`src/rtl/branch_update_arbiter.sv`:
```
// branch_update_arbiter: oldest-mispredict arbitration, registered flush, in-order BPU update FIFO
module branch_update_arbiter #(
    parameter int DEPTH = 4,
    parameter int CNT_W = 16
) (
    input  logic             clk,
    input  logic             rst_n,
    input  logic             upd0_en,
    input  logic [31:0]      upd0_pc,
    input  logic             upd0_taken,
    input  logic             upd0_mispred,
    input  logic [31:0]      upd0_target,
    input  logic             upd1_en,
    input  logic [31:0]      upd1_pc,
    input  logic             upd1_taken,
    input  logic             upd1_mispred,
    input  logic [31:0]      upd1_target,
    input  logic             ex_flush_i,
    output logic             branch_flush_o,
    output logic [31:0]      flush_target_o,
    output logic             stall_o,
    output logic             bpu_valid,
    input  logic             bpu_ready,
    output logic [31:0]      bpu_pc,
    output logic             bpu_taken,
    output logic [31:0]      bpu_target,
    output logic [CNT_W-1:0] drop_cnt_o
);
    localparam int AW = $clog2(DEPTH);
    localparam logic [AW:0] DEPTH_W = (AW+1)'(DEPTH);
    localparam logic [AW:0] ONE = (AW+1)'(1);
    localparam logic [AW:0] TWO = (AW+1)'(2);
    localparam logic [CNT_W-1:0] CNT_MAX = '1;

    typedef enum logic {NORMAL, SHADOW} state_t;
    typedef struct packed {
        logic [31:0] pc;
        logic        taken;
        logic [31:0] target;
    } entry_t;

    state_t           state_q, state_d;
    entry_t           mem_q [DEPTH];
    logic [AW:0]      wr_ptr_q, wr_ptr_d, rd_ptr_q, rd_ptr_d, count_q, count_d;
    logic [AW:0]      free, enq_n, wr1;
    logic             flush_q, flush_d;
    logic [31:0]      target_q, target_d;
    logic [CNT_W-1:0] drop_q, drop_d;
    logic [1:0]       drops;
    logic             accept, kill1, m0, m1, q0, q1, e0, e1, deq;

    // Qualify inputs, arbitrate mispredicts, size the enqueue against pre-dequeue space
    always_comb begin
        accept   = !ex_flush_i && state_q == NORMAL;
        kill1    = upd0_en && upd0_mispred;
        m0       = accept && kill1;
        m1       = accept && !kill1 && upd1_en && upd1_mispred;
        q0       = accept && upd0_en;
        q1       = accept && upd1_en && !kill1;
        free     = DEPTH_W - count_q;
        e0       = q0 && free != '0;
        e1       = q1 && free >= (q0 ? TWO : ONE);
        deq      = bpu_valid && bpu_ready;
        enq_n    = (AW+1)'(e0) + (AW+1)'(e1);
        wr1      = wr_ptr_q + (AW+1)'(e0);
        wr_ptr_d = wr_ptr_q + enq_n;
        rd_ptr_d = rd_ptr_q + (AW+1)'(deq);
        count_d  = count_q + enq_n - (AW+1)'(deq);
        drops    = 2'(q0 && !e0) + 2'(q1 && !e1);
        drop_d   = (drop_q > CNT_MAX - CNT_W'(drops)) ? CNT_MAX : drop_q + CNT_W'(drops);
        state_d  = (state_q == NORMAL && (m0 || m1)) ? SHADOW : NORMAL;
        flush_d  = m0 || m1;
        target_d = m0 ? upd0_target : m1 ? upd1_target : target_q;
    end

    // Control state, flush pulse, pointers and drop counter
    always_ff @(posedge clk or negedge rst_n) begin
        if (!rst_n) begin
            state_q  <= NORMAL;
            flush_q  <= 1'b0;
            target_q <= '0;
            wr_ptr_q <= '0;
            rd_ptr_q <= '0;
            count_q  <= '0;
            drop_q   <= '0;
        end else begin
            state_q  <= state_d;
            flush_q  <= flush_d;
            target_q <= target_d;
            wr_ptr_q <= wr_ptr_d;
            rd_ptr_q <= rd_ptr_d;
            count_q  <= count_d;
            drop_q   <= drop_d;
        end
    end

    // Entry storage; slot 0 lands before slot 1 so program order is kept
    always_ff @(posedge clk or negedge rst_n) begin
        if (!rst_n) begin
            for (int i = 0; i < DEPTH; i++) mem_q[i] <= '0;
        end else begin
            if (e0) mem_q[wr_ptr_q[AW-1:0]] <= '{upd0_pc, upd0_taken, upd0_target};
            if (e1) mem_q[wr1[AW-1:0]] <= '{upd1_pc, upd1_taken, upd1_target};
        end
    end

    assign branch_flush_o = flush_q;
    assign flush_target_o = target_q;
    assign stall_o        = free < TWO;
    assign bpu_valid      = count_q != '0;
    assign bpu_pc         = mem_q[rd_ptr_q[AW-1:0]].pc;
    assign bpu_taken      = mem_q[rd_ptr_q[AW-1:0]].taken;
    assign bpu_target     = mem_q[rd_ptr_q[AW-1:0]].target;
    assign drop_cnt_o     = drop_q;
endmodule

```
`config.mk`:
```
export PLATFORM = sky130hd
export DESIGN_NAME = branch_update_arbiter
export DESIGN_NICKNAME = d
export VERILOG_FILES = /design/src/rtl/branch_update_arbiter.sv
export SDC_FILE = /design/constraint.sdc
export NUM_CORES = 1
export LEC_CHECK = 0
export CAP_MARGIN = 0
export CELL_PAD_IN_SITES_DETAIL_PLACEMENT = 1
export CELL_PAD_IN_SITES_GLOBAL_PLACEMENT = 2
export CORE_ASPECT_RATIO = 1.2
export CORE_MARGIN = 1
export CORE_UTILIZATION = 39
export DETAILED_ROUTE_END_ITERATION = 10
export GPL_TIMING_DRIVEN = 0
export PLACE_DENSITY_LB_ADDON = 0.1
export SLEW_MARGIN = 30
export SYNTH_ARGS = -nofsm -noshare
export SYNTH_HDL_FRONTEND = slang
export SYNTH_SLANG_ARGS = --single-unit
```
`constraint.sdc`:
```
create_clock -name clk -period 3.8 [get_ports clk]
set_input_delay 0.38 -clock clk [delete_from_list [all_inputs] [get_ports clk]]
set_output_delay 0.38 -clock clk [all_outputs]
set_load 0.02 [all_outputs]
```
==> metrics.txt <==
status complete, no violations; reg2reg path depth 15; GRT Resource Usage Total between 20 and 25%; grt total ovfl 0; Worst slew margin 43.0%; YS warnings 0; FF/Latch Area 7930 um^2; unrepaired setup endpoints after global routing false; Overall Power 18.6 mW; crit path cell chain buf_1 -> clkbuf_1 -> mux4_2 -> clkdlybuf4s50_1; dpl cells 2028; maximum vdd drop 0.335 mV; fin crit share between 90% and 100%; net count after synthesis about 1400; Num CTS Buffers 38; Clock Skews 11.9 ps; Post-synth top flop dfrtp_1; Worst Slack Setup Final 153 ps; average size of a mapped cell 14.2 um^2; number of unique standard cell types used by synthesis 39; port buffer count 253; post-synthesis sequential area ratio a little under half; Reg2Reg Setup Slack 380 ps; # DRC 0; worst reg2reg path endpoint drop_cnt_o[14]$_DFF_PN0_; initial antenna violation count 3; Yosys reg bits 317; Skew-Pair Late Insertion Delay 550 ps; Critical-path top delay cell clkbuf_1; clock network power share 20.8%; fin nets about 1700; largest stage delay on the critical path 670 ps; IO Count 254; DIE AREA 45100 um^2; Worst Setup Start Kind flip-flop; Die X 194 um; Die Y 232 um; worst slew pin tran about 860 ps; CTS tree done; routability cong. 0.753; sequential power share 30.7%; Synth Instances 1212; most common cell in the netlist mux2_2; Root Buffer Master clkbuf_16; HP Class in -> async; CP Class reg -> out; Final ANT Viol Nets 0; antenna fix cells 0; Combinational Power Share approximately 49%; Critical Path RT between 3000 and 4000 ps; Pre-Repair DR Iteration Count 4; fillcell total 4375; Max Slew Vio Count 0; vias in the first global route about 13000; maximum clock frequency 0.274 GHz; Clock transition at path regs approximately 60 ps; Synth top cells by count mux2_2 (520), dfrtp_1 (317), mux4_2 (65); wire length per cell 23.1 um; EDFF count, synth 0; top cell type's share of synthesized area 46.0%; Floorplan Core Area around 44000 um^2; P_sw between 5 and 6 mW; Switching Fraction 32.2%; Mapped Area 17200 um^2; Internal Power 12.6 mW; area leader, netlist dfrtp_1; Leakage 9.12 nW; Crit Reg-Reg Startpoint state_q$_DFF_PN0_; area of the multi-input gates 8740 um^2; hpwl dp between 30000 and 40000 um; maxcap violations 0; routed wire length 48500 um; first-pass GRT wire length 76100 um; CP bufs+invs 3; CP arrival ~3300 ps; crit path from rd_ptr_q[1]$_DFF_PN0_; Initial Util 39.4%; non-filler instance count after layout between 2000 and 2500; Pwr Density 848 nW/um^2; pin count of the biggest net entering global routing between 70 and 80; Final min period approximately 3600 ps; layout cells sized above 1 46.2%; via-per-instance ratio about 5.4; endpoints failing setup 0; First DRT Iteration DRCs between 200 and 300; async set-reset flop share out of synthesis 100%; synth-to-layout area growth 27.3%; WP depth 4; Rows 84; routed via count 11300; DP Worst Slack -280 ps; Max clock buf depth 3; CTS sink count 317; Hold WS 294 ps; CP top delay family buffers and inverters; htree depth 2; Critical Path End bpu_target[10]; Crit. End Element primary output; Max FO, Critical Path 10; Synth area leaders dfrtp_1 (46%), mux2_2 (34%), mux4_2 (8.5%); final hold vios 0
## per-layer routing
| layer | part of all wire, % | up-vias | GRT usage, % |
|---|---|---|---|
| met4 | 2.5 | 6 | 7.61 |
| li1 | - | 5090 | - |
| met1 | 44 | 5852 | 28.5 |
| met3 | 3.7 | 76 | 3.44 |
| met5 | 0.070 | - | 0 |
| met2 | 50 | 226 | 38.0 |
## power by group through the flow
stage | registers [mW] | clock network, mW | logic, mW
3_5_place_dp | 5.78 | 0 | 9.14
3_3_place_gp | 5.72 | 0 | 8.93
2_1_floorplan | 5.61 | 0 | 6.04
5_1_grt | 5.91 | 4.10 | 9.73
4_1_cts | 5.72 | 4.01 | 9.19
6_report | 5.71 | 3.88 | 9.03
## worst register-to-register path, stage by stage, from the launching register on
cell      delay (ps)
dfrtp_1          460
nor2_1           250
nand2_1          100
ha_1             270
nand2b_1         140
a211o_1          370
nor2b_1          140
ha_1             150
ha_1             170
inv_1             50
fa_1             420
nand4b_1         200
buf_4            180
nor4_2           180
xnor2_1          160
nand2_1           70
## cell type report
cell class,instances,area share [%]
plain buffers,84,2.32
clock buffers,64,5.61
clock inverters,4,0.450
inverters,19,0.325
multi-input cells,792,39.8
flip-flops and latches,317,36.1
well taps,559,3.19
repair buffers,259,12.1
## repair_timing
item / in CTS / in global routing
hold endpoints to repair: 26 / 0
buffers inserted: 0 / 1
resized for setup: 1 / 2
hold buffers: 1 / 0
endpoints found under the setup margin: 2 / 4
## registers in the layout, indices dropped and copies added (netlist names)
name,cells
mem_q,260
flush_target_o,32
rd_ptr_q,2
count_q,3
wr_ptr_q,2
drop_cnt_o,16
state_q,1
branch_flush_o,1
## stage by stage
step / util, % / setup TNS (ps) / instance area, um^2
after CTS: 50.2 / 0 / 21900
after floorplan: - / 0 / 17200
after detailed placement: 47.1 / -1390 / 20600
after global routing: 50.2 / 0 / 21900
final: 50.2 / 0 / 21900
after global placement: 46.8 / -4054970 / 20500
## worst min-delay path by stage
stage	startpoint	end	slack, ps	cells past startpoint
detailed placement	rst_n	mem_q[243]$_DFF_PN0_	260	1
global route	rst_n	mem_q[243]$_DFF_PN0_	290	2
CTS	rst_n	mem_q[246]$_DFF_PN0_	250	2
global placement	flush_target_o[31]$_DFFE_PN0N_	flush_target_o[31]$_DFFE_PN0N_	460	2
floorplan	rst_n	branch_flush_o$_DFF_PN0_	80	0
finish	rst_n	mem_q[243]$_DFF_PN0_	290	2
## logic make-up after synthesis
group	count (synthesis)	share of synthesized area (%)
muxes	617	44.3
DFF	317	46.0
buffers and inverters	103	3.35
and+or+nand+nor	99	2.79
AOI/OAI and AO/OA	39	1.20
xor gates and xnor gates	19	0.965
adders and majority gates	18	1.39
## placed cells by master, fill, tap and decap left out, types with 3 or more instances in the layout
master	count
buf_4	8
buf_2	36
clkdlybuf4s50_1	252
or3_1	3
clkbuf_1	32
nand4_1	4
nor3_1	3
clkbuf_16	41
buf_16	4
mux4_2	65
ha_1	16
mux2i_1	32
o21ai_0	33
nand2_1	55
dfrtp_1	317
buf_6	16
nor2b_1	4
bufinv_16	3
nand3_1	6
xor2_1	3
inv_1	19
mux2_2	520
clkbuf_8	12
nor2_1	8
xnor2_1	16
Note: power is estimated with default switching activity, not from simulation.
